$ cat config.mk
export PLATFORM = sky130hd
export DESIGN_NAME = gf180mcu_fd_sc_mcu7t5v0__oai_filt
export DESIGN_NICKNAME = d
export VERILOG_FILES = /design/src/rtl/gf180mcu_fd_sc_mcu7t5v0__oai_filt_pkg.sv /design/src/rtl/gf180mcu_fd_sc_mcu7t5v0__oai_filt_comb.sv /design/src/rtl/gf180mcu_fd_sc_mcu7t5v0__oai_filt.sv
export SDC_FILE = /design/constraint.sdc
export NUM_CORES = 1
export LEC_CHECK = 0
export ABC_AREA = 1
export CAP_MARGIN = 20
export CORE_MARGIN = 3
export CORE_UTILIZATION = 45
export CTS_BUF_LIST = sky130_fd_sc_hd__clkbuf_4
export DETAILED_ROUTE_END_ITERATION = 7
export PLACE_DENSITY = 0.75
export SKIP_LAST_GASP = 1
export SLEW_MARGIN = 0
export SYNTH_ARGS = -nofsm -noshare
export SYNTH_HDL_FRONTEND = slang
export SYNTH_SLANG_ARGS = --single-unit
$ cat constraint.sdc
create_clock -name CLK -period 1.1 [get_ports CLK]
set_clock_uncertainty 0.05 [all_clocks]
set_input_delay 0.22 -clock CLK [delete_from_list [all_inputs] [get_ports CLK]]
set_output_delay 0.22 -clock CLK [all_outputs]
set_load 0.02 [all_outputs]
$ cat src/rtl/gf180mcu_fd_sc_mcu7t5v0__oai_filt_pkg.sv
// Shared types and parameter limits for the filtered OAI cell.
package gf180mcu_fd_sc_mcu7t5v0__oai_filt_pkg;

    typedef enum logic {
        IDLE = 1'b0,
        PEND = 1'b1
    } filt_state_t;

    localparam int GROUPS_MIN = 1;
    localparam int GROUPS_MAX = 8;
    localparam int WIDTH_MIN  = 1;
    localparam int WIDTH_MAX  = 8;
    localparam int FILT_MIN   = 1;
    localparam int FILT_MAX   = 255;

endpackage

$ cat src/rtl/gf180mcu_fd_sc_mcu7t5v0__oai_filt_comb.sv
// Combinational OR-AND-invert reduction: raw = ~&(|group_g) over all groups.
module gf180mcu_fd_sc_mcu7t5v0__oai_filt_comb
    import gf180mcu_fd_sc_mcu7t5v0__oai_filt_pkg::*;
#(
    parameter int GROUPS = 3,
    parameter int WIDTH  = 2
) (
    input  logic [GROUPS*WIDTH-1:0] a,
    output logic                    raw
);

    if (GROUPS < GROUPS_MIN || GROUPS > GROUPS_MAX) begin : g_bad_groups
        $error("GROUPS out of range 1..8");
    end
    if (WIDTH < WIDTH_MIN || WIDTH > WIDTH_MAX) begin : g_bad_width
        $error("WIDTH out of range 1..8");
    end

    logic [GROUPS-1:0] grp_or;

    for (genvar g = 0; g < GROUPS; g++) begin : g_grp
        assign grp_or[g] = |a[g*WIDTH +: WIDTH];
    end

    assign raw = ~&grp_or;

endmodule

$ cat src/rtl/gf180mcu_fd_sc_mcu7t5v0__oai_filt.sv
// Registered OAI with optional persistence filter: a new result must hold FILT enabled cycles before ZN follows.
module gf180mcu_fd_sc_mcu7t5v0__oai_filt
    import gf180mcu_fd_sc_mcu7t5v0__oai_filt_pkg::*;
#(
    parameter int GROUPS = 3,
    parameter int WIDTH  = 2,
    parameter int FILT   = 4
) (
    input  logic                    CLK,
    input  logic                    RN,
    input  logic [GROUPS*WIDTH-1:0] A,
    input  logic                    E,
    input  logic                    MODE,
    output logic                    ZN,
    output logic                    CHG,
    output logic                    BUSY
);

    if (FILT < FILT_MIN || FILT > FILT_MAX) begin : g_bad_filt
        $error("FILT out of range 1..255");
    end

    localparam int             CW       = $clog2(FILT + 1);
    localparam logic [CW-1:0]  CNT_LAST = CW'(FILT - 1);

    logic [GROUPS*WIDTH-1:0] a_q;
    logic                    raw;
    logic                    zn;
    logic                    chg;
    logic                    mode_q;
    logic [CW-1:0]           cnt;
    filt_state_t             state;

    gf180mcu_fd_sc_mcu7t5v0__oai_filt_comb #(
        .GROUPS(GROUPS),
        .WIDTH (WIDTH)
    ) u_comb (
        .a  (a_q),
        .raw(raw)
    );

    // mode_q remembers the mode of the previous enabled edge so a switch can
    // abandon any pending qualification without touching ZN.
    always_ff @(posedge CLK or negedge RN) begin
        if (!RN) begin
            a_q    <= '0;
            zn     <= 1'b1;
            chg    <= 1'b0;
            mode_q <= 1'b0;
            cnt    <= '0;
            state  <= IDLE;
        end else if (!E) begin
            chg <= 1'b0;
        end else begin
            a_q    <= A;
            mode_q <= MODE;
            chg    <= 1'b0;
            if (MODE != mode_q) begin
                cnt   <= '0;
                state <= IDLE;
            end else if (!MODE || FILT == 1) begin
                zn    <= raw;
                chg   <= raw ^ zn;
                cnt   <= '0;
                state <= IDLE;
            end else if (raw == zn) begin
                cnt   <= '0;
                state <= IDLE;
            end else if (state == IDLE) begin
                cnt   <= CW'(1);
                state <= PEND;
            end else if (cnt == CNT_LAST) begin
                zn    <= raw;
                chg   <= 1'b1;
                cnt   <= '0;
                state <= IDLE;
            end else begin
                cnt <= cnt + CW'(1);
            end
        end
    end

    // CHG is masked by E so it reads 0 for the whole of any disabled cycle.
    assign ZN   = zn;
    assign CHG  = chg & E;
    assign BUSY = (state == PEND);

endmodule

======== Word-level counts from Yosys, hierarchy flattened ========
Index checks and enable logic that the tools add are counted.
cells by class
  add/subtract/negate cells ............... 1
  equal/unequal tests ..................... 6
  mux-type cells .......................... 20
  bitwise logic cells ..................... 3
  reduce and logical (&&, ||, !) cells .... 6
operators with widths
  operator             count
  $mux 1               15
  $mux 3               5
  $reduce_or 2->1      3
  $reduce_and 5->1     1
  $ne 2x1->1 const B   2
  $add 3x1->3 const B  1
  $eq 3x2->1 const B   1
  $reduce_and 3->1     1
  $ne 2x2->1 const B   1
  $and 1x1->1          1
  $eq 1x1->1           1
  $logic_not 1->1      1
  $ne 1x1->1           1
  $not 1->1            1
  $xor 1x1->1          1
storage, ports and cells
  flip-flop bits (word level) ............. 13
  input bits .............................. 10
  output and inout port bits .............. 3
  word-level logic and storage cells ...... 42

======== Longest topological paths before layout ========
  depth in word-level cells ............... 8
  depth in mapped cells ................... 7
  depth with buffers taken out ............ 7

======== Hierarchy ========
A second synthesis with hierarchy kept.
second synthesis, totals
  cell total of the unflattened synthesis .. 86
  area total of the unflattened synthesis .. 634.4 um^2
by module, submodules not included
  module                                  instances  cells an instance  area an instance (um^2)  seq. area each (um^2)
  gf180mcu_fd_sc_mcu7t5v0__oai_filt       1          76                 595.6                    326.6
  gf180mcu_fd_sc_mcu7t5v0__oai_filt_comb  1          10                 38.8                     0.0

======== Worst setup path after synthesis ========
No wires, ideal clock.
  path kind ............................... register -> register
  from .................................... register cnt[0]
  to ...................................... register zn (netlist: ZN)
  library setup time ...................... 0.073 ns
  arrival ................................. 0.994 ns
  required time ........................... 0.977 ns
  slack ................................... -0.017 ns
  stages on the path, launching flop included .. 7
  path buffers ............................ 0
  period minus slack after synthesis ...... 1.117 ns
  path through ............................ dfrtp_1 -> ha_1 -> nand3_1 -> nor2_1 -> nor2_1 -> nor2_1 -> a21oi_1
between the ends
  cells in the longest elaborated chain, start to end .. 3
RTL lines
  element                            RTL line                                 RTL
  from (decl)                        gf180mcu_fd_sc_mcu7t5v0__oai_filt.sv:31  logic [CW-1:0] cnt;
  from (signal assigned)             gf180mcu_fd_sc_mcu7t5v0__oai_filt.sv:78  cnt <= cnt + CW'(1);
  $eq 3x2->1                         gf180mcu_fd_sc_mcu7t5v0__oai_filt.sv:72  end else if (cnt == CNT_LAST) begin
  $ne 2x1->1 (no source line)        --
  $reduce_and 5->1 (no source line)  --
  to (signal assigned)               gf180mcu_fd_sc_mcu7t5v0__oai_filt.sv:62  zn <= raw;
  to (signal assigned)               gf180mcu_fd_sc_mcu7t5v0__oai_filt.sv:73  zn <= raw;
  to (decl)                          gf180mcu_fd_sc_mcu7t5v0__oai_filt.sv:28  logic zn;
Every way passes these cells.
A chain may end at the register's enable or synchronous reset.

======== Worst setup path after layout ========
  from .................................... register zn (netlist: ZN)
  to ...................................... output ZN
RTL lines
  element    RTL line                                 RTL
  to (decl)  gf180mcu_fd_sc_mcu7t5v0__oai_filt.sv:14  output logic ZN,
No word-level cell between the ends.

==> qor.yml <==
status: "complete, but fails checks"
violations: "setup timing"
antenna_found_initial: 0
num_rows: 12
syn_area_um2: 596
busiest_layer: "met2"
intPower_mw: 0.821
clock_path_buffers: 2
cp_slowest_cell: "dfstp_2"
rsz0062_at_grt: "yes"
fillCellCount: 74
port_buffers: 12
grt_use_met1_pct: 22.9
die_x_um: 42.4
core_mm2: 0.00117
vias_per_cell: 5.31
cts_buffers: 3
use_met2_pct: 29.2
die_h_um: 42.4
first_pass_iters: 4
required_ps: 830
wl_per_cell_um: 13.9
ys_ff_latch: 13
crit_arrival_ps: 930
die-area_mm2: 0.00180
grt_overflow: 0
drt_iter0_drc: 20
ir_worst_vdd_mv: 0.923
path_class: "flop to output port"
hold_slack_ps: 154
yosysUniqueCellTypes: 15
initial_core_util_pct: 50.9
grt_pass1_vias: 537
end_kind: "output port"
multi_input_area_um2: 284
finalHoldViolCount: 0
regArea_um2: 327
post-route-util_pct: 77.7
synth.most_common_cell: "nand2_1"
maxSlewHeadroom_pct: 77.8
path_clk_slew_ps: 70
grt_max_degree: 17
synth_top_area_share_pct: 50.4
synth_common_cells: "nand2_1 (21), dfrtp_1 (12), inv_1 (11), nor2_1 (7), o21ai_0 (6)"
finalSetupViolCount: 8
cts_tree: "yes"
syn_nets: 84
wirelength_um: 1540
cpPeakStageDelay_ps: 540
synth_largest_area_cell: "dfrtp_1"
synthFlopType: "dfrtp_1"
maxCapViolCount: 0
worstPathCellList: "buf_6"
worstPathMaxFanout: 2
cp_top_family: "flip-flops"
ys_async_sr_fraction_pct: 100
yosys_warnings: 0
power_density_mw_per_mm2: 1270
synthCells: 73
p_leak_nw: 0.461
tightest_slew_ps: 332
start_kind: "flop"
drive_gt1_share_pct: 34.0
final_area_um2: 910
synth_edf_count: 0
drv_slew: 0
htreeDepth: 1
final.setup.worst_slack_ps: -101
root_buffer: "clkbuf_4"
grt_use_met3_pct: 5.15
grt_pass1_wl_um: 2430
fmax_mhz: 832
holdBufCountCts: 0
synthTopCellsByArea: "dfrtp_1 (50%), nand2_1 (13%), inv_1 (6.9%), o21ai_0 (5.0%), dfstp_2 (4.4%)"
finalCritPeriodShare_pct: 109
min_path_type: "input pin to asynchronous set/reset pin"
post-route-drc-count: 0
placed_area_um2: 793
fin_crit_ps: 1200
p_seq_share_pct: 47.0
gp_congestion: 0.793
cts.sinks: 13
antenna_left: 0
syn_to_final_growth_pct: 52.7
insertion_delay_ps: 280
dp_hpwl_um: 1020
p_clk_share_pct: 27.7
yosysSeqAreaShare_pct: 54.8
synth_area_per_cell_um2: 8.16
nets: 109
io_pins: 13
comb_power_share_pct: 25.3
grt.total_usage_pct: 17.9
vias: 589
switching_share_pct: 29.0
diodes: 0
crit_buf_inv: 1
p_sw_mw: 0.336
path summary, 6_finish.rpt:
kind,from,endpoint,slack (ps),depth (start not counted)
worst min-delay path,RN,a_q[4]$_DFFE_PN0P_,150,1
worst min register to register,cnt[2]$_DFFE_PN0P_,cnt[2]$_DFFE_PN0P_,470,2
worst max register to register,ZN$_DFFE_PN1P_,cnt[2]$_DFFE_PN0P_,-70,5
worst max-delay path,ZN$_DFFE_PN1P_,ZN,-100,1
max in group asynchronous,RN,a_q[1]$_DFFE_PN0P_,500,2
min in group CLK,E,cnt[2]$_DFFE_PN0P_,410,3
state kept, by name (all words and copies together) (netlist names):
signal and flops:
ZN 1, BUSY 1, cnt 3, mode_q 1, chg 1, a_q 6
metal layers:
layer | share of wire (%) | up-vias
met5 | 0 | -
met4 | 3.1 | 0
met3 | 4.8 | 8
met2 | 52 | 20
met1 | 40 | 283
li1 | - | 278
layout by cell type (no fill, tap or decap):
cell	n
clkdlybuf4s50_1	8
a21oi_1	2
nor2_2	1
nand2_1	18
dfrtp_1	12
a21oi_2	1
buf_4	7
o21ai_2	1
o21ai_0	6
buf_12	1
dlygate4sd2_1	1
nor3_2	1
clkbuf_4	4
buf_6	4
inv_1	10
dfstp_2	1
nor2_1	6
nand2_2	2
nand4_1	1
inv_2	2
ha_2	1
nand2_4	1
nand3_2	4
nand3_4	2
area by class of cell:
class	count	area share (%)
sequential	13	35.9
multi-input combinational	47	31.2
timing repair buffer	21	22.7
inverter	12	4.95
clock buffer	4	3.30
tap	14	1.93
power groups by stage:
stage | registers [mW] | clock network, mW | logic (mW)
global route | 0.548 | 0.349 | 0.317
CTS | 0.543 | 0.323 | 0.256
finish | 0.544 | 0.320 | 0.293
floorplan | 0.565 | 0 | 0.0844
global placement | 0.549 | 0 | 0.217
detailed placement | 0.551 | 0 | 0.228
cell families (layout without fill, tap and decap cells):
logic type               Yosys count  after routing  synth area share, %
AO/OA/AOI/OAI                     10             10                 8.40
adder cells (fa/ha/maj)            1              1                 2.10
buffers and inverters             13             37                 8.40
flip-flops                        13             13                 54.8
AND/OR/NAND/NOR                   36             36                 26.3
metrics by stage:
step | power (mW) | instances | setup WS, ps | TNS, ps
after floorplan | 0.650 | 73 | 7.39 | 0
after global placement | 0.766 | 104 | -582 | -3960
after detailed placement | 0.779 | 104 | -581 | -4280
after CTS | 1.12 | 111 | -105 | -361
after global routing | 1.21 | 111 | -150 | -940
final | 1.16 | 111 | -101 | -438
repair_timing:
item,CTS,global route
resized for setup,23,11
setup endpoints to repair,9,9
setup buffers,3,0
pin swaps,5,4
No activity file was read; power rests on OpenSTA's default activity.
